[config.mk]
export PLATFORM = sky130hd
export DESIGN_NAME = fp_to_int
export DESIGN_NICKNAME = d
export VERILOG_FILES = /design/src/rtl/fp_pkg.sv /design/src/rtl/fp_to_int_classify.sv /design/src/rtl/fp_to_int.sv
export SDC_FILE = /design/constraint.sdc
export NUM_CORES = 1
export LEC_CHECK = 0
export CORE_UTILIZATION = 56
export CTS_CLUSTER_SIZE = 40
export DETAILED_ROUTE_END_ITERATION = 7
export PLACE_DENSITY = 0.8
export SETUP_SLACK_MARGIN = 0.1
export SKIP_CTS_REPAIR_TIMING = 1
export SLEW_MARGIN = 20
export SYNTH_ARGS = -nofsm -noshare
export SYNTH_HDL_FRONTEND = slang
export SYNTH_HIERARCHICAL = 1
export SYNTH_SLANG_ARGS = --single-unit
[constraint.sdc]
create_clock -name clk -period 6.1 [get_ports clk]
set_input_delay 1.22 -clock clk [delete_from_list [all_inputs] [get_ports clk]]
set_output_delay 1.22 -clock clk [all_outputs]
set_load 0.01 [all_outputs]
[src/rtl/fp_pkg.sv]
// Shared constants, FSM states and operand classes for the float-to-integer converter.
package fp_pkg;
  localparam int FP_BIAS   = 127;
  localparam int FP_EXP_W  = 8;
  localparam int FP_MANT_W = 23;
  localparam int FP_INT_W  = 32;

  // Biased-exponent landmarks: 0.5, 1.0, unit lsb (no shift), and |x| >= 2^31
  localparam logic [FP_EXP_W-1:0] E_HALF = FP_EXP_W'(FP_BIAS - 1);
  localparam logic [FP_EXP_W-1:0] E_ONE  = FP_EXP_W'(FP_BIAS);
  localparam logic [FP_EXP_W-1:0] E_UNIT = FP_EXP_W'(FP_BIAS + FP_MANT_W);
  localparam logic [FP_EXP_W-1:0] E_SAT  = FP_EXP_W'(FP_BIAS + FP_INT_W - 1);
  localparam logic [FP_EXP_W-1:0] E_MAX  = '1;

  localparam logic [FP_INT_W-1:0] INT_MAX = 32'h7FFF_FFFF;
  localparam logic [FP_INT_W-1:0] INT_MIN = 32'h8000_0000;

  typedef enum logic [1:0] {IDLE, SHIFT, DONE} fsm_t;
  typedef enum logic [2:0] {CLS_ZERO, CLS_SPECIAL, CLS_OVF, CLS_LEFT, CLS_RIGHT} fp_class_t;
endpackage

[src/rtl/fp_to_int_classify.sv]
// Combinational exponent decode: class, shift direction/count and early result for N = 0 cases.
// FP_TO_INT_ROUND_EN routes e = 126 through a 24-step right shift so it can round to 1.
module fp_to_int_classify
  import fp_pkg::*;
#(
  parameter logic [FP_INT_W-1:0] NAN_VALUE = 32'h7FFF_FFFF
) (
  input  logic [FP_INT_W-1:0] a,
  output fp_class_t           cls,
  output logic                dir_left,
  output logic [4:0]          n,
  output logic [FP_INT_W-1:0] mag,
  output logic [FP_INT_W-1:0] early_res,
  output logic                early_ovf,
  output logic                early_inx
);
  logic                 s;
  logic [FP_EXP_W-1:0]  e;
  logic [FP_MANT_W-1:0] m;

  assign s = a[FP_INT_W-1];
  assign e = a[FP_INT_W-2 -: FP_EXP_W];
  assign m = a[FP_MANT_W-1:0];

  always_comb begin
    cls       = CLS_ZERO;
    dir_left  = 1'b0;
    n         = '0;
    mag       = '0;
    early_res = '0;
    early_ovf = 1'b0;
    early_inx = |a[FP_INT_W-2:0];
    if (e == E_MAX) begin
      cls       = CLS_SPECIAL;
      early_ovf = 1'b1;
      early_inx = 1'b0;
      early_res = (m != '0) ? NAN_VALUE : (s ? INT_MIN : INT_MAX);
    end else if (e >= E_SAT) begin
      cls       = CLS_OVF;
      early_inx = 1'b0;
      // -2^31 is the one value at this magnitude that is representable
      if (s && e == E_SAT && m == '0) begin
        early_res = INT_MIN;
      end else begin
        early_ovf = 1'b1;
        early_res = s ? INT_MIN : INT_MAX;
      end
    end else if (e >= E_UNIT) begin
      cls       = CLS_LEFT;
      dir_left  = 1'b1;
      n         = 5'(e - E_UNIT);
      mag       = {{(FP_INT_W-FP_MANT_W-1){1'b0}}, 1'b1, m};
      early_inx = 1'b0;
    end else if (e >= E_ONE) begin
      cls       = CLS_RIGHT;
      n         = 5'(E_UNIT - e);
      mag       = {{(FP_INT_W-FP_MANT_W-1){1'b0}}, 1'b1, m};
      early_inx = 1'b0;
`ifdef FP_TO_INT_ROUND_EN
    end else if (e == E_HALF) begin
      cls       = CLS_RIGHT;
      n         = 5'd24;
      mag       = {{(FP_INT_W-FP_MANT_W-1){1'b0}}, 1'b1, m};
      early_inx = 1'b0;
`endif
    end
  end
endmodule

[src/rtl/fp_to_int.sv]
// IEEE-754 single to int32 converter, one shift bit per cycle behind valid/ready.
// Define FP_TO_INT_ROUND_EN for round-to-nearest-even; default truncates toward zero.
module fp_to_int
  import fp_pkg::*;
#(
  parameter logic [FP_INT_W-1:0] NAN_VALUE = 32'h7FFF_FFFF
) (
  input  logic                clk,
  input  logic                rst,
  input  logic                in_valid,
  output logic                in_ready,
  input  logic [FP_INT_W-1:0] a,
  output logic                out_valid,
  input  logic                out_ready,
  output logic [FP_INT_W-1:0] out_data,
  output logic                ovf,
  output logic                inexact
);
  fsm_t                state_q, state_d;
  fp_class_t           c_cls;
  logic                c_dir, c_ovf, c_inx;
  logic [4:0]          c_n;
  logic [FP_INT_W-1:0] c_mag, c_res;

  logic [FP_INT_W-1:0] mag_q, sh_mag;
  logic                guard_q, sticky_q, dir_q, neg_q, sh_g, sh_s;
  logic [4:0]          cnt_q;

  logic [FP_INT_W-1:0] f_mag, f_abs, f_int, res_d;
  logic                f_g, f_s, f_neg, rnd, ovf_d, inx_d;
  logic                accept, load;

  fp_to_int_classify #(.NAN_VALUE(NAN_VALUE)) u_cls (
    .a         (a),
    .cls       (c_cls),
    .dir_left  (c_dir),
    .n         (c_n),
    .mag       (c_mag),
    .early_res (c_res),
    .early_ovf (c_ovf),
    .early_inx (c_inx)
  );

  assign in_ready  = (state_q == IDLE);
  assign out_valid = (state_q == DONE);
  assign accept    = in_valid && in_ready;
  // Result is captured straight from the decoder when N = 0, else on the last shift
  assign load      = (accept && c_n == '0) || (state_q == SHIFT && cnt_q == 5'd1);

  always_comb begin
    sh_mag = dir_q ? {mag_q[FP_INT_W-2:0], 1'b0} : {1'b0, mag_q[FP_INT_W-1:1]};
    sh_g   = dir_q ? guard_q  : mag_q[0];
    sh_s   = dir_q ? sticky_q : (sticky_q | guard_q);
  end

  always_comb begin
    f_mag = sh_mag;
    f_g   = sh_g;
    f_s   = sh_s;
    f_neg = neg_q;
    if (state_q == IDLE) begin
      f_mag = c_mag;
      f_g   = 1'b0;
      f_s   = 1'b0;
      f_neg = a[FP_INT_W-1];
    end
    rnd = 1'b0;
`ifdef FP_TO_INT_ROUND_EN
    rnd = f_g & (f_s | f_mag[0]);
`endif
    f_abs = f_mag + {{(FP_INT_W-1){1'b0}}, rnd};
    f_int = f_neg ? -f_abs : f_abs;
    res_d = f_int;
    ovf_d = 1'b0;
    inx_d = f_g | f_s;
    if (state_q == IDLE) begin
      inx_d = c_inx;
      if (c_cls == CLS_SPECIAL || c_cls == CLS_OVF) begin
        res_d = c_res;
        ovf_d = c_ovf;
      end
    end
  end

  always_comb begin
    state_d = state_q;
    case (state_q)
      IDLE:    if (accept) state_d = (c_n == '0) ? DONE : SHIFT;
      SHIFT:   if (cnt_q == 5'd1) state_d = DONE;
      DONE:    if (out_ready) state_d = IDLE;
      default: state_d = IDLE;
    endcase
  end

  always_ff @(posedge clk or negedge rst) begin
    if (!rst) begin
      state_q  <= IDLE;
      mag_q    <= '0;
      guard_q  <= 1'b0;
      sticky_q <= 1'b0;
      dir_q    <= 1'b0;
      neg_q    <= 1'b0;
      cnt_q    <= '0;
      out_data <= '0;
      ovf      <= 1'b0;
      inexact  <= 1'b0;
    end else begin
      state_q <= state_d;
      if (accept) begin
        mag_q    <= c_mag;
        guard_q  <= 1'b0;
        sticky_q <= 1'b0;
        cnt_q    <= c_n;
        dir_q    <= c_dir;
        neg_q    <= a[FP_INT_W-1];
      end else if (state_q == SHIFT) begin
        mag_q    <= sh_mag;
        guard_q  <= sh_g;
        sticky_q <= sh_s;
        cnt_q    <= cnt_q - 5'd1;
      end
      if (load) begin
        out_data <= res_d;
        ovf      <= ovf_d;
        inexact  <= inx_d;
      end
    end
  end
endmodule
Yosys cells after proc, flatten, opt, wreduce, memory -nomap -nowiden:

Cells that the tools add are included.

* bits in registers: 77
* output and inout port bits: 36
* word-level logic and storage cells: 96

* $add $sub $neg: 4
* magnitude comparators: 3
* eq/ne operators: 10
* mux-type cells: 53
* bitwise logic cells: 2
* reductions and logical operators: 14

Operators by type and width (number)
* two-way mux 32 bit: 15
* negator 32 bit: 1
* OR reduction 31 bit: 1
* two-way mux 5 bit: 6
* two-way mux 24 bit: 1
* zero test 23 bit: 1
* nonzero test 23 bit: 1
* two-way mux 1 bit: 22
* == test 8 bit (second input constant): 2
* >= comparator 8 bit (second input constant): 2
* two-way mux 3 bit: 4
* >= comparator 8 x 7 -> 1 bit (second input constant): 1
* two-way mux 2 bit: 4
* one-hot mux 2 bit (3 select lines): 1
* == test 5 x 1 -> 1 bit (second input constant): 1
* logical AND 1 bit: 5
* zero test 5 bit: 1
* subtractor 5 x 1 -> 5 bit (second input constant): 1
* subtractor 5 bit (first input constant): 1
* subtractor 5 bit (second input constant): 1
* inequality test 2 x 1 -> 1 bit (second input constant): 2
* == test 3 x 1 -> 1 bit (second input constant): 1
* == test 3 x 2 -> 1 bit (second input constant): 1
* AND reduction 3 bit: 1
* 7 further kinds: 9

Longest topological paths before layout:

Gate-level depths: netlist (run 1).

* word-level depth: 10
* gate-level depth with buffers: 16
* gate-level depth less buffers: 15

Modules after synthesis:

Netlist (run 1), hierarchy kept.

Modules (own cells, without submodules)
* fp_to_int: times used 1, cells each 662, area an instance 5431.5 sq um, sequential area each 1926.8 sq um
* fp_to_int_classify: times used 1, cells each 133, area an instance 942.2 sq um, sequential area each 0.0 sq um

Least setup slack after synthesis (run 1):

OpenSTA, ideal clock, no wires.

* kind: input to register
* from: input port a[25]
* to: register out_data[17]
* library setup time: 126 ps
* data arrival time: 3963 ps
* required time: 5974 ps
* slack: 2011 ps
* stages on the path: 13
* path buffers: 2
* cell sequence: buf_2 nand2_1 nor3_4 a21oi_2 clkbuf_1 and2_1 nor3_1 a21oi_1 or4_4 nor4_4 a31oi_1 xnor2_1 a221o_1

* word-level cells in the longest chain between the ends: 10
* elaborated cells between the ends (all ways): 35

RTL lines
* start: declaration: line fp_to_int.sv:12 `input logic [FP_INT_W-1:0] a,`
* >= comparator 8 x 7 -> 1 bit: line fp_to_int_classify.sv:54 `end else if (e >= E_ONE) begin`
* two-way mux 24 bit: line fp_to_int_classify.sv:54
* two-way mux 32 bit: line fp_to_int_classify.sv:48 `end else if (e >= E_UNIT) begin`
* two-way mux 32 bit: line fp_to_int_classify.sv:38 `end else if (e >= E_SAT) begin`
* two-way mux 32 bit *: line fp_to_int_classify.sv:33 `if (e == E_MAX) begin`
* named net c_mag[11]: line fp_to_int.sv:23 `logic [FP_INT_W-1:0] c_mag, c_res;`
* two-way mux 32 bit *: line fp_to_int.sv:61 `if (state_q == IDLE) begin`
* negator 32 bit *: line fp_to_int.sv:72 `f_int = f_neg ? -f_abs : f_abs;`
* two-way mux 32 bit *: line fp_to_int.sv:72
* two-way mux 32 bit: line fp_to_int.sv:78 `if (c_cls == CLS_SPECIAL || c_cls == CLS_OVF) begin`
* two-way mux 32 bit *: line fp_to_int.sv:76 `if (state_q == IDLE) begin`
* end signal: assignment: line fp_to_int.sv:123 `out_data <= res_d;`
* end: declaration: line fp_to_int.sv:15 `output logic [FP_INT_W-1:0] out_data,`

The timed path passes the listed nets; every way through them passes the cells marked *.
A chain may end at the register's enable or synchronous reset.

Worst setup path after layout (run 1):

* from: input port a[25]
* to: register out_data[27]

* elaborated cells between the ends (all ways): 35

RTL lines
* >= comparator 8 x 7 -> 1 bit: line fp_to_int_classify.sv:54
* two-way mux 3 bit: line fp_to_int_classify.sv:54
* two-way mux 3 bit: line fp_to_int_classify.sv:48
* two-way mux 3 bit: line fp_to_int_classify.sv:38
* two-way mux 3 bit *: line fp_to_int_classify.sv:33
* named net c_cls[2]: line fp_to_int.sv:20 `fp_class_t c_cls;`
* == test 3 x 1 -> 1 bit or == test 3 x 2 -> 1 bit (tied branches): line fp_to_int.sv:78
* logical OR 1 bit *: line fp_to_int.sv:78
* two-way mux 32 bit *: line fp_to_int.sv:78
* two-way mux 32 bit *: line fp_to_int.sv:76

Marks and branches as above.

==> reports/summary.txt, run 1 <==
slew margin rel. - 0.281
Crit Path Max Fanout - 27
Worst EP required - 6.39 ns
nets - 849
Worst Reg2Reg Path Length in Cells - 12
type of the worst setup path - in2reg
Ports - 72
data arrival time of the worst path - 5.32 ns
number of port buffers - 71
Antenna Cells - 0
r2r startpoint - state_q[1]
CTS Root Cell - clkbuf_16
first-pass GRT wire length - 30200 um
CTS tree - yes
clock sink total - 77
via count - 6235
WL/cell - 19.5 um
die area - 11800 um2
Crit. End Element - flop
Post-DRT Antenna Nets - 0
Fin Clk Skew - 0.0108 ns
Gate Count Post-Synth - 795
top_reg_cell synth - dfrtp_1
Chip Width - 109 um
hold crit path type - reg2reg
largest net degree at the start of global routing - 78
Post-synth top cells - nand2_1 (88), dfrtp_1 (77), a21oi_1 (70), o21ai_0 (70), nor2_1 (63)
fin crit period - 5.03 ns
Starting Density - 0.580
drt via density - 6.58
sequential share of power - 0.242
top cell type's share of synthesized area - 0.302
max-cap violation count - 0
Setup crit start kind - input pin
Lkg Pwr - 2.89 nW
Inserted Clock Buffers - 9
Longest Clk Path Bufs - 2
global route overflow - 0
fin crit share - 0.825
Hold Startpoint - ovf
Syn-to-layout area delta - 11.1%
Slew Limit Fails - 0
die height - 109 um
Fin. Hold Viols - 0
FF-to-FF End - out_data[20]
#FFs+latches synth - 77
R2R Setup Slk - 2.27 ns
P_int - 0.00204 W
Post-Syn Area - 6370 um2
# setup viols final - 0
status - complete, no violations
RSZ-0062 raised after global routing - false
Fin Setup TNS - 0 ns
hold worst-path end - ovf
Worst Max-Slew Pin Slew - 1.08 ns
Synth area leaders - dfrtp_1 (30%), a21oi_1 (5.5%), o21ai_0 (5.5%)
Fmax achieved - 199 MHz
Place WS - 0.804 ns
worst skew pair latency - 0.36 ns
area of the core - 11000 um2
VDD IR-drop max - 0.304 mV
H-tree depth - 3
Rows - 38
clock group share of total power - 0.134
cell taking the most area after synthesis - dfrtp_1
Post-synth EDFFs - 0
vias in the first global route - 6055
count leader, synth - nand2_1
P per Cell Area - 564 nW/um2
syn avg cell area - 8.02 um2
RD Place Congestion - 0.915
GRT Util Overall - 0.332
post-synthesis sequential area ratio - 0.302
post-route worst setup slack - 1.07 ns
yosys warns - 6
Synth cell types - 79
Async SR Flop Fraction - 1.00
antenna violations before repair - 0
DRT iter0 DRCs - 685
NetSw - 0.00195 W
drt pass-1 iters - 5
DRC violations left - 0
Worst-path clk slew - 0.06 ns
WHS Path Cells - 2
Sw Ratio - 0.489
share of layout cells above drive strength 1 - 0.0804
Logic pwr share - 0.624
final wirelength - 18500 um
HPWL after detailed placement - 12700 um
worst max path at each step:
stage	from	slack, ns	to
after floorplan	a[25]	2.01	out_data[17]
after global placement	a[25]	0.93	out_data[29]
after detailed placement	a[25]	0.80	out_data[27]
after CTS	a[25]	1.15	out_data[29]
after global routing	a[25]	0.91	out_data[29]
final	a[25]	1.07	out_data[27]
power groups by stage:
stage | Combinational [W] | Sequential (W) | Clock, W
global route | 0.00271 | 0.000996 | 0.000560
finish | 0.00249 | 0.000967 | 0.000534
floorplan | 0.00177 | 0.000952 | 0
global placement | 0.00237 | 0.000956 | 0
CTS | 0.00245 | 0.000961 | 0.000539
detailed placement | 0.00243 | 0.000968 | 0
layout make-up:
class                      count  area (um2)
tap                          140         175
fill                         964        3900
clock buffer                  13         240
inverter                      13        48.8
sequential                    77        1930
clock inverter                 2        35.0
multi-input combinational    622        3870
timing repair buffer          81         787
metal layers:
layer	wire length, um	global-route usage	vias up
met4	845	0.189	0
met1	7420	0.407	2983
met5	0	0	-
met3	1450	0.0699	64
met2	8790	0.540	329
li1	-	-	2859
sequential cells by signal, indices dropped and copies added (netlist names):
| signal | count |
|---|---|
| mag_q | 32 |
| dir_q | 1 |
| state_q | 2 |
| neg_q | 1 |
| ovf | 1 |
| out_data | 32 |
| guard_q | 1 |
| inexact | 1 |
| sticky_q | 1 |
| cnt_q | 5 |
cell usage in the layout (no fill, tap or decap), types with 10 or more instances in the layout:
master	Yosys	layout
nand2_1	88	88
dfrtp_1	77	76
o21ai_0	70	70
a21oi_1	70	70
clkdlybuf4s50_1	0	70
nor2_1	63	63
nor3_1	36	36
mux2i_1	28	28
and2_1	27	27
nand3_1	18	18
a21o_1	17	17
and3_1	14	14
inv_1	11	11
a31oi_1	11	11
xnor2_1	10	10
buf_4	40	10
stage by stage:
stage	cells	area, um2	total power [W]	hold slack (ns)	utilization
after CTS	948	7080	0.00395	0.486	0.644
after detailed placement	933	6800	0.00340	0.471	0.619
after global placement	933	6800	0.00332	0.452	0.619
final	948	7080	0.00399	0.476	0.645
after global routing	948	7080	0.00427	0.508	0.645
after floorplan	802	6400	0.00273	0.449	-
worst max-delay path: stages:
cell	delay, ns
clkdlybuf4s50_1	0.66
ha_1	0.26
or3b_1	0.39
o221ai_1	0.32
nor2_1	0.18
a22o_2	0.27
nor3_1	0.25
a32o_1	0.26
and2_1	0.14
buf_4	0.28
nand2_1	0.37
or4_1	0.62
nand3_1	0.10
cell families after synthesis:
kind of cell	count (synthesis)	share of synthesized area
AOI/OAI and AO/OA	241	0.231
xor gates and xnor gates	18	0.0247
adders and majority gates	9	0.0177
buffers and inverters	103	0.0960
DFF	77	0.302
muxes	43	0.0779
other	1	0.000588
and+or+nand+nor	303	0.249
Power figures use the tool's default switching activity.
==> run 2: changes to the inputs <==
--- a/config.mk
+++ b/config.mk
@@ -5,10 +5,10 @@
 export SDC_FILE = /design/constraint.sdc
 export NUM_CORES = 1
 export LEC_CHECK = 0
-export CORE_UTILIZATION = 56
+export CORE_UTILIZATION = 52
 export CTS_CLUSTER_SIZE = 40
 export DETAILED_ROUTE_END_ITERATION = 7
-export PLACE_DENSITY = 0.8
+export PLACE_DENSITY = 0.78
 export SETUP_SLACK_MARGIN = 0.1
 export SKIP_CTS_REPAIR_TIMING = 1
 export SLEW_MARGIN = 20
==> constraint.sdc (replaced) <==
create_clock -name clk -period 4.5 [get_ports clk]
set_input_delay 0.9 -clock clk [delete_from_list [all_inputs] [get_ports clk]]
set_output_delay 0.9 -clock clk [all_outputs]
set_load 0.01 [all_outputs]
==> run 2 against run 1 <==
- clock-buffer cell count is 1 lower
- flip-flop and latch count stayed put
- clock power is 29% higher
- sequential share of layout area is 0.88 points lower
- worst hold slack worse by 0.0067 ns
- first-iteration DRC count is 4.2% lower
- clock skew is 0.0020 ns lower
- combinational power is 40% higher
- wire length is 2.0% higher
- critical endpoint is now out_data[24]
- largest cell class unchanged
- highest routed layer unchanged
==> reports/summary.txt, run 2 (same netlist as run 1, synthesis figures left out) <==
status - complete, no violations
worst hold margin - 0.469 ns (-0.00673 ns)
fin crit share - 0.912
CTS Root Cell - clkbuf_16
DRC violations left - 0 (unchanged)
Fin Setup TNS - 0 ns (unchanged)
Longest Clk Path Bufs - 2 (unchanged)
Multi-input gate area - 3870 um2 (unchanged)
number of port buffers - 71 (unchanged)
Fin. Hold Viols - 0 (unchanged)
Crit. End Element - flop
most common cell after layout, fill and taps aside - nand2_1
Worst EP required - 4.73 ns (-1.66 ns)
R2R Setup Slk - 1.23 ns (-1.04 ns)
Slew Limit Fails - 0 (unchanged)
commonest non-fill, non-tap cells in the layout - nand2_1 (88), dfrtp_1 (76), o21ai_0 (70), a21oi_1 (70), clkdlybuf4s50_1 (70)
Ports - 72 (unchanged)
FF-to-FF End - out_data[24]
clock sink total - 77 (unchanged)
worst skew pair latency - 0.35 ns (about the same)
P per Cell Area - 746 nW/um2 (+32%)
WL/cell - 19.2 um (-1.7%)
HPWL after detailed placement - 13300 um (+4.9%)
GRT Util Overall - 0.307 (-0.0248)
r2r startpoint - state_q[1]
Regs by FF count - mag_q x32, out_data x32, cnt_q x5
Worst Max-Slew Pin Slew - 1.05 ns (-0.0324 ns)
RSZ-0062 raised after global routing - false
Inserted Clock Buffers - 9 (unchanged)
Antenna Cells - 0 (unchanged)
Syn-to-layout area delta - 14.8%
nets - 876 (+3.2%)
largest net degree at the start of global routing - 78 (unchanged)
Post-DRT Antenna Nets - 0 (unchanged)
Worst Reg2Reg Path Length in Cells - 12 (unchanged)
CP max stage delay - 0.54 ns (-0.12 ns)
die height - 113 um (+3.7%)
H-tree depth - 3 (unchanged)
RD Place Congestion - 0.961 (+5.0%)
DRT iter0 DRCs - 656 (-4.2%)
# setup viols final - 0 (unchanged)
Setup crit start kind - input pin
CP top delay family - simple AND/OR/NAND/NOR gates
DP Cell Count - 966 (+3.5%)
vias in the first global route - 6035 (-0.33%)
slew margin rel. - 0.303 (+0.0216)
drt pass-1 iters - 5 (unchanged)
slowest CP cell - clkdlybuf4s50_1
final wirelength - 18900 um (+2.0%)
antenna violations before repair - 0 (unchanged)
type of the worst setup path - in2reg
share of layout cells above drive strength 1 - 0.114 (+0.0332)
first-pass GRT wire length - 30800 um (+2.1%)
fin crit period - 4.10 ns
die area - 12700 um2 (+7.5%)
Fmax achieved - 244 MHz
CTS tree - yes
area of the core - 12000 um2 (+8.9%)
Worst-path clk slew - 0.06 ns (about the same)
Lkg Pwr - 3.04 nW (+5.1%)
Worst setup endpoint - out_data[24]
VDD IR-drop max - 0.346 mV (+14%)
drt via density - 6.34 (-3.6%)
worst-path cell chain - clkdlybuf4s50_1 > ha_1 > and4_1 > nand3b_1 > a21oi_2 > and2_1 > o21ai_0 > ha_1 > o21ai_0 > o22ai_1 > nand4_1 > nor4_1 > buf_4 > a21oi_1 > xor2_1 > o21ai_1
Rows - 40 (+5.3%)
# fillers - 1078 (+12%)
global route overflow - 0 (unchanged)
Buffers & Inverters on Critical Path - 2 (unchanged)
fin cells - 983 (+3.7%)
Crit Path Max Fanout - 9 (-67%)
via count - 6235 (unchanged)
data arrival time of the worst path - 4.34 ns (-0.98 ns)
Chip Width - 113 um (+3.7%)
Critical Path Stages - 16 (+3)
max-cap violation count - 0 (unchanged)
Starting Density - 0.533 (-0.0475)
register area - 1930 um2 (unchanged)
Fin Clk Skew - 0.00874 ns (-0.00202 ns)
hold crit path type - in2async
worst setup path start - a[24]
-- run 2: cell count changes in the layout (fill, tap and decap cells not counted), sizes merged --
cell	before	now
buf	11	38
clkinv	1	4
clkbuf	13	12
bufinv	1	0
-- run 2: worst min-delay path by stage --
stage | from | endpoint | slack (ns) | cells past startpoint
2_1_floorplan | mag_q[31] | mag_q[31] | 0.45 | 2
3_3_place_gp | ovf | ovf | 0.46 | 2
3_5_place_dp | ovf | ovf | 0.46 | 2
4_1_cts | ovf | ovf | 0.48 | 2
5_1_grt | rst | out_data[10] | 0.50 | 1
6_report | rst | out_data[15] | 0.47 | 1
-- run 2: per-stage QoR --
| step | area [um2] | power, W | setup slack, ns | util |
|---|---|---|---|---|
| 5_1_grt | 7320 | 0.00585 | 0.107 | 0.612 |
| 6_report | 7320 | 0.00546 | 0.397 | 0.612 |
| 2_1_floorplan | 6400 | 0.00369 | 0.731 | - |
| 3_5_place_dp | 7020 | 0.00472 | -0.0101 | 0.587 |
| 3_3_place_gp | 7020 | 0.00463 | 0.142 | 0.587 |
| 4_1_cts | 7290 | 0.00541 | 0.356 | 0.609 |
-- run 2: layer usage --
| layer | track usage | vias to the layer above | part of all wire |
|---|---|---|---|
| li1 | - | 2907 | - |
| met1 | 0.414 | 3020 | 0.43 |
| met2 | 0.493 | 256 | 0.47 |
| met3 | 0.0461 | 52 | 0.067 |
| met4 | 0.132 | 0 | 0.032 |
| met5 | 0 | - | 0 |
-- run 2: area by class of cell --
type,instances,area share
Timing Repair Buffer,108,0.139
Clock inverter,4,0.00325
Inverter,13,0.00667
Sequential cell,77,0.264
Tap cell,147,0.0251
Multi-Input combinational cell,622,0.529
Clock buffer,12,0.0337
-- run 2: worst reg2reg max path, stage by stage (launching register included) --
cell     delay (ns)
dfrtp_1        0.36
or2_4          0.57
inv_2          0.28
a21oi_1        0.22
ha_1           0.21
o21ai_0        0.10
o22ai_1        0.24
nand4_1        0.30
nor4_1         0.36
buf_4          0.20
a21oi_1        0.08
xor2_1         0.18
o21ai_1        0.08
-- run 2: report_power, final --
part | internal (W) | switching (W) | leakage (nW)
Clock | 0.000387 | 0.000300 | 0.136
Combinational | 0.00139 | 0.00209 | 1.97
Sequential | 0.00103 | 0.000264 | 0.933
Total | 0.00280 | 0.00265 | 3.04
